<file path="config.mk">
export PLATFORM = sky130hd
export DESIGN_NAME = id_pipe_stage_flat
export DESIGN_NICKNAME = d
export VERILOG_FILES = /design/src/rtl/id_pipe_stage_if.sv /design/src/rtl/id_pipe_stage.sv /design/src/flat_wrapper.sv
export SDC_FILE = /design/constraint.sdc
export NUM_CORES = 2
export LEC_CHECK = 0
export CAP_MARGIN = 20
export CORE_ASPECT_RATIO = 0.8
export CORE_MARGIN = 5
export CORE_UTILIZATION = 25
export DETAILED_ROUTE_END_ITERATION = 6
export GPL_TIMING_DRIVEN = 0
export PLACE_DENSITY = 0.4
export SLEW_MARGIN = 20
export SYNTH_ARGS = -nofsm -noshare
export SYNTH_HDL_FRONTEND = slang
export SYNTH_SLANG_ARGS = --single-unit
export TNS_END_PERCENT = 30
</file>
<file path="constraint.sdc">
create_clock -name i_clock -period 2.3 [get_ports i_clock]
set_clock_uncertainty 0.05 [all_clocks]
set_input_delay 0.23 -clock i_clock [delete_from_list [all_inputs] [get_ports i_clock]]
set_output_delay 0.23 -clock i_clock [all_outputs]
set_load 0.01 [all_outputs]
</file>
<file path="src/rtl/id_pipe_stage_if.sv">
// Bus bundle between the IF/ID stage, the writeback/debug ports and the ID/EX register.
// Clock and reset remain plain ports on id_pipe_stage.
interface id_pipe_stage_if #(
   parameter int NB_DATA = 32,
   parameter int NB_PC   = 32,
   parameter int NB_REG  = 5
);
   logic                i_enable;
   logic                i_valid;
   logic [31:0]         i_inst;
   logic [NB_PC-1:0]    i_pc;
   logic                i_flush;
   logic                i_wb_write;
   logic [NB_REG-1:0]   i_wb_addr;
   logic [NB_DATA-1:0]  i_wb_data;
   logic [NB_REG-1:0]   i_dbg_addr;

   logic [NB_DATA-1:0]  o_dbg_data;
   logic                o_stall;
   logic                o_redirect;
   logic [NB_PC-1:0]    o_redirect_addr;
   logic                o_valid;
   logic [NB_PC-1:0]    o_pc;
   logic [NB_DATA-1:0]  o_data_a;
   logic [NB_DATA-1:0]  o_data_b;
   logic [NB_DATA-1:0]  o_imm;
   logic [NB_DATA-1:0]  o_shamt;
   logic [NB_REG-1:0]   o_rs;
   logic [NB_REG-1:0]   o_rt;
   logic [NB_REG-1:0]   o_dest;
   logic [7:0]          o_ctrl;
   logic                o_halted;

   modport master (
      output i_enable, i_valid, i_inst, i_pc, i_flush,
             i_wb_write, i_wb_addr, i_wb_data, i_dbg_addr,
      input  o_dbg_data, o_stall, o_redirect, o_redirect_addr, o_valid, o_pc,
             o_data_a, o_data_b, o_imm, o_shamt, o_rs, o_rt, o_dest, o_ctrl, o_halted
   );

   modport slave (
      input  i_enable, i_valid, i_inst, i_pc, i_flush,
             i_wb_write, i_wb_addr, i_wb_data, i_dbg_addr,
      output o_dbg_data, o_stall, o_redirect, o_redirect_addr, o_valid, o_pc,
             o_data_a, o_data_b, o_imm, o_shamt, o_rs, o_rt, o_dest, o_ctrl, o_halted
   );
endinterface

</file>
<file path="src/rtl/id_pipe_stage.sv">
// Instruction decode stage: register file with write-before-read bypass, decoder,
// load-use stall, jump redirect and the ID/EX pipeline register with sticky halt.
//
// state   | meaning
// ST_RUN  | decoding normally
// ST_HALT | a hlt was loaded into ID/EX; every later slot is a bubble until reset
module id_pipe_stage #(
   parameter int NB_DATA   = 32,
   parameter int NB_PC     = 32,
   parameter int NB_REG    = 5,
   parameter int HAZARD_EN = 1
) (
   input logic            i_clock,
   input logic            i_reset,
   id_pipe_stage_if.slave bus
);
   localparam int DEPTH = 2 ** NB_REG;

   localparam logic [5:0] OP_RTYPE = 6'h00;
   localparam logic [5:0] OP_J     = 6'h02;
   localparam logic [5:0] OP_JAL   = 6'h03;
   localparam logic [5:0] OP_BEQ   = 6'h04;
   localparam logic [5:0] OP_BNE   = 6'h05;
   localparam logic [5:0] OP_LW    = 6'h23;
   localparam logic [5:0] OP_SW    = 6'h2B;
   localparam logic [5:0] OP_HLT   = 6'h3F;
   localparam logic [5:0] FN_JR    = 6'h08;
   localparam logic [5:0] FN_JALR  = 6'h09;

   localparam int C_REG_WRITE = 0;
   localparam int C_MEM_READ  = 1;
   localparam int C_MEM_WRITE = 2;
   localparam int C_BRANCH    = 3;
   localparam int C_ALU_SRC   = 4;
   localparam int C_JUMP      = 5;
   localparam int C_JR        = 6;
   localparam int C_HLT       = 7;

   typedef enum logic {ST_RUN, ST_HALT} state_t;
   state_t state, state_nxt;

   logic [NB_DATA-1:0] regs [DEPTH];

   logic [5:0]         op, funct;
   logic [NB_REG-1:0]  rs, rt, rd;
   logic [4:0]         shamt;
   logic [15:0]        imm16;
   logic [NB_DATA-1:0] rs_data, rt_data;
   logic [7:0]         ctrl;
   logic [NB_REG-1:0]  dest;
   logic               reads_rt, is_jump, is_jreg;
   logic               wb_fire, load_use, stall, halted, bubble, load_hlt;

   assign op    = bus.i_inst[31:26];
   assign rs    = NB_REG'(bus.i_inst[25:21]);
   assign rt    = NB_REG'(bus.i_inst[20:16]);
   assign rd    = NB_REG'(bus.i_inst[15:11]);
   assign shamt = bus.i_inst[10:6];
   assign funct = bus.i_inst[5:0];
   assign imm16 = bus.i_inst[15:0];

   assign wb_fire = bus.i_wb_write && bus.i_enable && (bus.i_wb_addr != '0);

   // A write landing this cycle is visible to every read port in the same cycle.
   function automatic logic [NB_DATA-1:0] read_port(input logic [NB_REG-1:0] addr);
      if (addr == '0)
         return '0;
      if (wb_fire && (bus.i_wb_addr == addr))
         return bus.i_wb_data;
      return regs[addr];
   endfunction

   always_comb begin
      rs_data        = read_port(rs);
      rt_data        = read_port(rt);
      bus.o_dbg_data = read_port(bus.i_dbg_addr);
   end

   always_comb begin
      ctrl     = '0;
      dest     = '0;
      reads_rt = 1'b0;
      is_jump  = 1'b0;
      is_jreg  = 1'b0;
      case (op)
         OP_RTYPE: begin
            if (funct == FN_JR) begin
               ctrl[C_JR] = 1'b1;
               is_jreg    = 1'b1;
            end else if (funct == FN_JALR) begin
               ctrl[C_JR]        = 1'b1;
               ctrl[C_REG_WRITE] = 1'b1;
               dest              = rd;
               is_jreg           = 1'b1;
            end else begin
               ctrl[C_REG_WRITE] = 1'b1;
               dest              = rd;
               reads_rt          = 1'b1;
            end
         end
         OP_LW: begin
            ctrl[C_REG_WRITE] = 1'b1;
            ctrl[C_MEM_READ]  = 1'b1;
            ctrl[C_ALU_SRC]   = 1'b1;
            dest              = rt;
         end
         OP_SW: begin
            ctrl[C_MEM_WRITE] = 1'b1;
            ctrl[C_ALU_SRC]   = 1'b1;
            reads_rt          = 1'b1;
         end
         OP_BEQ, OP_BNE: begin
            ctrl[C_BRANCH] = 1'b1;
            reads_rt       = 1'b1;
         end
         OP_J: begin
            ctrl[C_JUMP] = 1'b1;
            is_jump      = 1'b1;
         end
         OP_JAL: begin
            ctrl[C_JUMP]      = 1'b1;
            ctrl[C_REG_WRITE] = 1'b1;
            dest              = NB_REG'(31);
            is_jump           = 1'b1;
         end
         OP_HLT: ctrl[C_HLT] = 1'b1;
         default: begin
            ctrl[C_REG_WRITE] = 1'b1;
            ctrl[C_ALU_SRC]   = 1'b1;
            dest              = rt;
         end
      endcase
   end

   assign halted   = (state == ST_HALT);
   assign load_use = (HAZARD_EN != 0) && bus.i_valid && bus.o_valid && bus.o_ctrl[C_MEM_READ]
                     && (bus.o_dest != '0)
                     && ((bus.o_dest == rs) || ((bus.o_dest == rt) && reads_rt));
   // Flush discards the dependent instruction, so holding IF would be pointless.
   assign stall    = load_use && !bus.i_flush && !halted;
   assign bubble   = bus.i_flush || !bus.i_valid || stall || halted;
   assign load_hlt = !bubble && (op == OP_HLT);

   assign bus.o_stall         = stall;
   assign bus.o_halted        = halted;
   assign bus.o_redirect      = bus.i_valid && bus.i_enable && !stall && !bus.i_flush && !halted
                                && (is_jump || is_jreg);
   assign bus.o_redirect_addr = is_jreg ? NB_PC'(rs_data)
                                        : {bus.i_pc[NB_PC-1:26], bus.i_inst[25:0]};

   always_comb begin
      state_nxt = state;
      case (state)
         ST_RUN:  if (bus.i_enable && load_hlt) state_nxt = ST_HALT;
         ST_HALT: state_nxt = ST_HALT;
      endcase
   end

   always_ff @(posedge i_clock or negedge i_reset) begin
      if (!i_reset)
         state <= ST_RUN;
      else
         state <= state_nxt;
   end

   always_ff @(posedge i_clock or negedge i_reset) begin
      if (!i_reset) begin
         for (int i = 0; i < DEPTH; i++)
            regs[i] <= '0;
      end else if (wb_fire) begin
         regs[bus.i_wb_addr] <= bus.i_wb_data;
      end
   end

   always_ff @(posedge i_clock or negedge i_reset) begin
      if (!i_reset) begin
         bus.o_valid  <= 1'b0;
         bus.o_pc     <= '0;
         bus.o_data_a <= '0;
         bus.o_data_b <= '0;
         bus.o_imm    <= '0;
         bus.o_shamt  <= '0;
         bus.o_rs     <= '0;
         bus.o_rt     <= '0;
         bus.o_dest   <= '0;
         bus.o_ctrl   <= '0;
      end else if (bus.i_enable) begin
         if (bubble) begin
            bus.o_valid  <= 1'b0;
            bus.o_pc     <= '0;
            bus.o_data_a <= '0;
            bus.o_data_b <= '0;
            bus.o_imm    <= '0;
            bus.o_shamt  <= '0;
            bus.o_rs     <= '0;
            bus.o_rt     <= '0;
            bus.o_dest   <= '0;
            bus.o_ctrl   <= '0;
         end else begin
            bus.o_valid  <= 1'b1;
            bus.o_pc     <= bus.i_pc;
            bus.o_data_a <= rs_data;
            bus.o_data_b <= rt_data;
            bus.o_imm    <= {{(NB_DATA-16){imm16[15]}}, imm16};
            bus.o_shamt  <= NB_DATA'(shamt);
            bus.o_rs     <= rs;
            bus.o_rt     <= rt;
            bus.o_dest   <= dest;
            bus.o_ctrl   <= ctrl;
         end
      end
   end
endmodule

</file>
<file path="src/flat_wrapper.sv">
// flat-port wrapper written by rule: the top's interface ports become plain ports
module id_pipe_stage_flat 
#(
   parameter int NB_DATA   = 32,
   parameter int NB_PC     = 32,
   parameter int NB_REG    = 5,
   parameter int HAZARD_EN = 1
)
  (i_clock, i_reset, bus_i_enable, bus_i_valid, bus_i_inst, bus_i_pc, bus_i_flush, bus_i_wb_write, bus_i_wb_addr, bus_i_wb_data, bus_i_dbg_addr, bus_o_dbg_data, bus_o_stall, bus_o_redirect, bus_o_redirect_addr, bus_o_valid, bus_o_pc, bus_o_data_a, bus_o_data_b, bus_o_imm, bus_o_shamt, bus_o_rs, bus_o_rt, bus_o_dest, bus_o_ctrl, bus_o_halted);
  id_pipe_stage_if #(.NB_DATA(NB_DATA), .NB_PC(NB_PC), .NB_REG(NB_REG)) bus_i ();
  input logic i_clock;
  input logic i_reset;
  input wire logic [$bits(bus_i.i_enable)-1:0] bus_i_enable;
  input wire logic [$bits(bus_i.i_valid)-1:0] bus_i_valid;
  input wire logic [$bits(bus_i.i_inst)-1:0] bus_i_inst;
  input wire logic [$bits(bus_i.i_pc)-1:0] bus_i_pc;
  input wire logic [$bits(bus_i.i_flush)-1:0] bus_i_flush;
  input wire logic [$bits(bus_i.i_wb_write)-1:0] bus_i_wb_write;
  input wire logic [$bits(bus_i.i_wb_addr)-1:0] bus_i_wb_addr;
  input wire logic [$bits(bus_i.i_wb_data)-1:0] bus_i_wb_data;
  input wire logic [$bits(bus_i.i_dbg_addr)-1:0] bus_i_dbg_addr;
  output wire logic [$bits(bus_i.o_dbg_data)-1:0] bus_o_dbg_data;
  output wire logic [$bits(bus_i.o_stall)-1:0] bus_o_stall;
  output wire logic [$bits(bus_i.o_redirect)-1:0] bus_o_redirect;
  output wire logic [$bits(bus_i.o_redirect_addr)-1:0] bus_o_redirect_addr;
  output wire logic [$bits(bus_i.o_valid)-1:0] bus_o_valid;
  output wire logic [$bits(bus_i.o_pc)-1:0] bus_o_pc;
  output wire logic [$bits(bus_i.o_data_a)-1:0] bus_o_data_a;
  output wire logic [$bits(bus_i.o_data_b)-1:0] bus_o_data_b;
  output wire logic [$bits(bus_i.o_imm)-1:0] bus_o_imm;
  output wire logic [$bits(bus_i.o_shamt)-1:0] bus_o_shamt;
  output wire logic [$bits(bus_i.o_rs)-1:0] bus_o_rs;
  output wire logic [$bits(bus_i.o_rt)-1:0] bus_o_rt;
  output wire logic [$bits(bus_i.o_dest)-1:0] bus_o_dest;
  output wire logic [$bits(bus_i.o_ctrl)-1:0] bus_o_ctrl;
  output wire logic [$bits(bus_i.o_halted)-1:0] bus_o_halted;
  assign bus_i.i_enable = bus_i_enable;
  assign bus_i.i_valid = bus_i_valid;
  assign bus_i.i_inst = bus_i_inst;
  assign bus_i.i_pc = bus_i_pc;
  assign bus_i.i_flush = bus_i_flush;
  assign bus_i.i_wb_write = bus_i_wb_write;
  assign bus_i.i_wb_addr = bus_i_wb_addr;
  assign bus_i.i_wb_data = bus_i_wb_data;
  assign bus_i.i_dbg_addr = bus_i_dbg_addr;
  assign bus_o_dbg_data = bus_i.o_dbg_data;
  assign bus_o_stall = bus_i.o_stall;
  assign bus_o_redirect = bus_i.o_redirect;
  assign bus_o_redirect_addr = bus_i.o_redirect_addr;
  assign bus_o_valid = bus_i.o_valid;
  assign bus_o_pc = bus_i.o_pc;
  assign bus_o_data_a = bus_i.o_data_a;
  assign bus_o_data_b = bus_i.o_data_b;
  assign bus_o_imm = bus_i.o_imm;
  assign bus_o_shamt = bus_i.o_shamt;
  assign bus_o_rs = bus_i.o_rs;
  assign bus_o_rt = bus_i.o_rt;
  assign bus_o_dest = bus_i.o_dest;
  assign bus_o_ctrl = bus_i.o_ctrl;
  assign bus_o_halted = bus_i.o_halted;
  id_pipe_stage #(.NB_DATA(NB_DATA), .NB_PC(NB_PC), .NB_REG(NB_REG), .HAZARD_EN(HAZARD_EN)) u_core (.i_clock(i_clock), .i_reset(i_reset), .bus(bus_i));
endmodule
</file>
# == After elaboration in Yosys (flattened, before gate mapping) ==
# Cells that the tools add are included.
# classes
order_cmp,5
eq_ne,14
n_mux,62
bitwise_logic,5
n_reduce_logical,41
# ops
operator,n
1024-bit bitwise mux,1
32-bit 2-to-1 mux,24
32-bit binary-select mux with 5-bit select,3
32-bit demux with 5-bit select,1
5-bit equality test,5
5-bit 2-to-1 mux,5
"6-bit >= comparator, second input constant",4
5-bit inverter with 6-bit output,4
1-bit 2-to-1 mux,23
1-bit logical AND,20
"6-bit equality test, second input constant",3
5-bit zero test,3
5-bit case mux with 3 select lines,1
"6-bit by 2-bit equality test with 1-bit output, second input constant",2
"6-bit by 3-bit equality test with 1-bit output, second input constant",2
"6-bit by 4-bit equality test with 1-bit output, second input constant",2
5-bit nonzero test,2
8-bit 2-to-1 mux,1
6-bit zero test,1
"6-bit by 1-bit less-than comparator with 1-bit output, second input constant",1
1-bit case mux with 2 select lines,3
6-bit OR reduction,1
1-bit zero test,5
1-bit logical OR,5
other kinds (4),5
# word_totals
reg_bits,1209
in_bits,112
output_inout_bits,251
wordCells,170

# == Logic depth before layout (Yosys ltp) ==
# depth
word_depth,16
depth_mapped,12

# == Worst setup path before layout ==
# Ideal clock, no wire load.
# synth_path
kind,in2out
from,input bus_i_inst[22]
to,output bus_o_redirect_addr[28]
t_arrival_ns,2.113
t_required_ns,2.020
setup_slack_ns,-0.093
stages,9
path_buffers,3
cell_sequence,buf_2 buf_2 buf_2 mux4_2 a22oi_1 a21oi_1 nor3_1 o21bai_1 o21ai_0
# synth_via
elab_chain_len,7
elab_cells_between_ends,14
classes_between,eq/ne (1); mux (10); bitwise (1); reduce/logical (2)
# synth_lines
element,line_no,rtl
"start, declared",flat_wrapper.sv:15,input wire logic [$bits(bus_i.i_inst)-1:0] bus_i_inst;
5-bit inverter with 6-bit output (implied by the code) or 5-bit equality test (tied branches),"id_pipe_stage.sv:70, id_pipe_stage.sv:68",
32-bit binary-select mux with 5-bit select or 1-bit logical AND (tied branches),"id_pipe_stage.sv:70, id_pipe_stage.sv:68",
32-bit 2-to-1 mux (implied by the code) or 1-bit 2-to-1 mux (tied branches) (2 in series),"id_pipe_stage.sv:70, id_pipe_stage.sv:68",
32-bit 2-to-1 mux,id_pipe_stage.sv:70,return regs[addr];
32-bit 2-to-1 mux (*),id_pipe_stage.sv:68,if (wb_fire && (bus.i_wb_addr == addr))
32-bit 2-to-1 mux (*),id_pipe_stage.sv:148,assign bus.o_redirect_addr = is_jreg ? NB_PC'(rs_data)
"end, declared",flat_wrapper.sv:25,output wire logic [$bits(bus_i.o_redirect_addr)-1:0] bus_o_redirect_addr;
# Every way passes the cells marked *; elsewhere a longest branch is shown, timed or not. The select of a mux whose other input is x is not followed.

# == Worst setup path after layout ==
# layout_path
from,input bus_i_inst[23]
to,output bus_o_redirect_addr[0]
# The elaborated chain is that of the path after synthesis.

==> flow_summary.yaml <==
floorplan:
  die_area_mm2: 0.291
  io_pins: 363
  design.core.area_mm2: 0.278
  die_x_um: 602
  start_util_pct: 25.2
  placementRows: 173
  die_h_um: 484
grt:
  grtUsageTotal_pct: 34.1
  grt_pass1_wl_um: 650000
  grt_max_degree: 132
  antenna_found_initial: 54
  grt-ovfl-total: 0
  grt_pass1_vias: 59200
synthesis:
  netlist_area_mm2: 0.0701
  synth_cells: 5131
  synth_flop_cell: "dfrtp_1"
  syn_avg_cell_area_um2: 13.7
  synth_top_area_share_pct: 41.5
  synth_warnings: 0
  synthArstFlopShare_pct: 100
  synth_edf_count: 0
  ys_seq_elements: 1161
  synth_largest_area_cell: "dfrtp_1"
  yosysSeqAreaShare_pct: 41.5
  synth.most_common_cell: "dfrtp_1"
  synth_common_cells: "dfrtp_1 (1161), mux2_2 (1012), mux4_2 (641)"
  ys_types: 80
  synth_area_leaders: "dfrtp_1 (41%), mux4_2 (21%), mux2_2 (16%)"
timing:
  finalHoldViolCount: 47
  setup_viol: 344
  period_minus_slack_ns: 3.29
  post-route-period-util_pct: 143
  clock.fmax_ghz: 0.304
  tightest_slew_ns: 1.22
  rsz0062_at_grt: "yes"
  finalSetupTns_ns: -82.96
  holdWs_ns: -0.0668
  slew_violations: 0
  relSlewSlack_pct: 18.9
  fin_ws_ns: -0.989
layout:
  drive_gt1_share_pct: 53.8
  final_util_pct: 34.5
  areaGrowthSynthToFinish_pct: 36.9
  nets: 6353
pwr:
  power.leakage_nw: 41.2
  ir_worst_vdd_uv: 555
  intPower_mw: 46.7
  power_density_mw_per_mm2: 729
  power.clock.fraction_pct: 36.5
  total_power_mw: 69.9
  switching_power_mw: 23.2
  combPwrFrac_pct: 26.9
  swShare_pct: 33.2
  pwr-share-seq_pct: 36.6
critical_path:
  timing.rr.end: "u_core.bus.o_data_a[12]$_DFFE_PN0P_"
  cpMaxStageDelayCell: "nand2_2"
  cp_num_buf_inv: 5
  path_cells: "buf_6 -> buf_4 -> buf_8 -> buf_6 -> nand2_2 -> o22a_1 -> o211ai_1 -> o211ai_1 -> o21ai_1 -> o21ai_1 -> buf_2"
  critPathLaunchType: "input port"
  worstReg2RegStart: "u_core.bus.o_dest[2]$_DFFE_PN0P_"
  critPathTopFamily: "buffers and inverters"
  end_kind: "output port"
  crit_fanout: 10
  critPathArrivalTime_ns: 3.01
  r2r_slack_ns: -0.34
  ff2ff_path_depth: 11
  critical-path-max-stage-delay_ns: 0.37
  worstSetupPathType: "in2out"
  crit_required_ns: 2.02
route:
  drtIter0Drc: 9914
  vias: 63400
  drtAntennaViolNets: 0
  viasPerCell: 6.30
  dr.pass1.iters: 6
  drc_errors: 0
  routed_wl_um: 517000
  wl_per_cell_um: 51.4
cts:
  clk_pin_slew_ns: 0.06
  clkSinkCount: 1161
  root_buffer: "clkbuf_16"
  insertion_delay_ns: 0.86
  cts_tree: "done"
  ctsHtreeMaxLevel: 4
  cts_buffer_depth: 4
  numCtsBuffers: 150
min_path:
  hp-class: "in2async"
run:
  cap_violations: 0
place:
  portBuffers: 317
  place_congestion: 1.02
  dp_hpwl_um: 364000
  pre_cts_ws_ns: -3.87
outcome:
  status: "complete, but fails checks"
  violations: "hold timing, setup timing"
power groups by stage:
stage / Sequential (mW) / Combinational [mW] / Clock, mW
floorplan: 24.9 / 8.41 / 0
global placement: 25.9 / 14.6 / 0
detailed placement: 25.8 / 15.5 / 0
CTS: 25.4 / 17.6 / 25.6
global route: 25.8 / 19.0 / 26.3
finish: 25.6 / 18.8 / 25.5
flip-flops by register name, summed over array words and instances (netlist names):
signal	flops
u_core.regs	1024
u_core.bus.o_halted	1
u_core.bus.o_data_a	32
u_core.bus.o_ctrl	8
u_core.bus.o_valid	1
u_core.bus.o_pc	32
u_core.bus.o_imm	16
u_core.bus.o_rs	5
u_core.bus.o_rt	5
u_core.bus.o_data_b	32
u_core.bus.o_dest	5
final cells by class:
type                       instances  area (um^2)
antenna                           47          118
timing repair buffer             933        11100
clock inverter                    39          507
clock buffer                     222         4500
sequential                      1161        29100
buffer                           621         5470
multi-input combinational       3340        40400
inverter                          34          149
tap                             3675         4600
fill                           27300       182000
stage by stage:
step | instance area, um^2 | hold WS [ns] | instances
6_report | 95900 | -0.0668 | 10100
5_1_grt | 95800 | 0.00399 | 10000
4_1_cts | 94200 | 0.00828 | 9951
3_5_place_dp | 82000 | 0.0119 | 9305
3_3_place_gp | 78000 | 0.417 | 9149
2_1_floorplan | 70200 | -0.116 | 5157
layout by cell type, fill, tap and decap left out, types with 124 or more instances in the layout:
master	instances
mux2_2	1012
buf_16	124
buf_4	416
nand2_1	153
dfrtp_1	1149
clkbuf_2	143
clkdlybuf4s50_1	224
clkbuf_1	179
clkbuf_16	164
mux4_2	641
buf_12	141
mux2i_1	365
cell families after synthesis:
group / after synthesis / share of synthesized area (%)
AO/OA/AOI/OAI: 767 / 7.77
buffers and inverters: 656 / 4.70
other: 1 / 0.00535
XOR/XNOR: 26 / 0.325
flip-flops: 1161 / 41.5
AND/OR/NAND/NOR: 465 / 3.13
multiplexers: 2055 / 42.6
worst max path at each step:
stage,endpoint,startpoint,depth (start not counted),slack (ns)
after floorplan,bus_o_dbg_data[1],bus_i_dbg_addr[0],10,-0.06
after global placement,u_core.regs[1008]$_DFFE_PN0P_,i_reset,1,-57.34
after detailed placement,bus_o_redirect_addr[23],bus_i_inst[24],9,-3.87
after CTS,bus_o_dbg_data[14],u_core.regs[910]$_DFFE_PN0P_,6,-0.97
after global routing,bus_o_dbg_data[18],u_core.regs[850]$_DFFE_PN0P_,6,-0.96
final,bus_o_redirect_addr[0],bus_i_inst[23],11,-0.99
worst min-delay path, delay by kind of cell:
kind	cells	cell delay [ns]
buf+inv	8	1.05
layer usage:
metal  share of wire, %  track usage (%)
met1                 39             43.9
met2                 38             44.2
met3                 15             17.6
met4                7.6             21.6
met5               0.16             1.59
timing repair:
action	in CTS	in global routing
endpoints found under the setup margin	1125	1037
pin swaps	144	108
endpoints found under the hold margin	301	12
hold buffers	55	8
setup buffers	335	67
gates resized for setup	1258	257
gates cloned	7	5
Note: power is estimated with default switching activity, not from simulation.
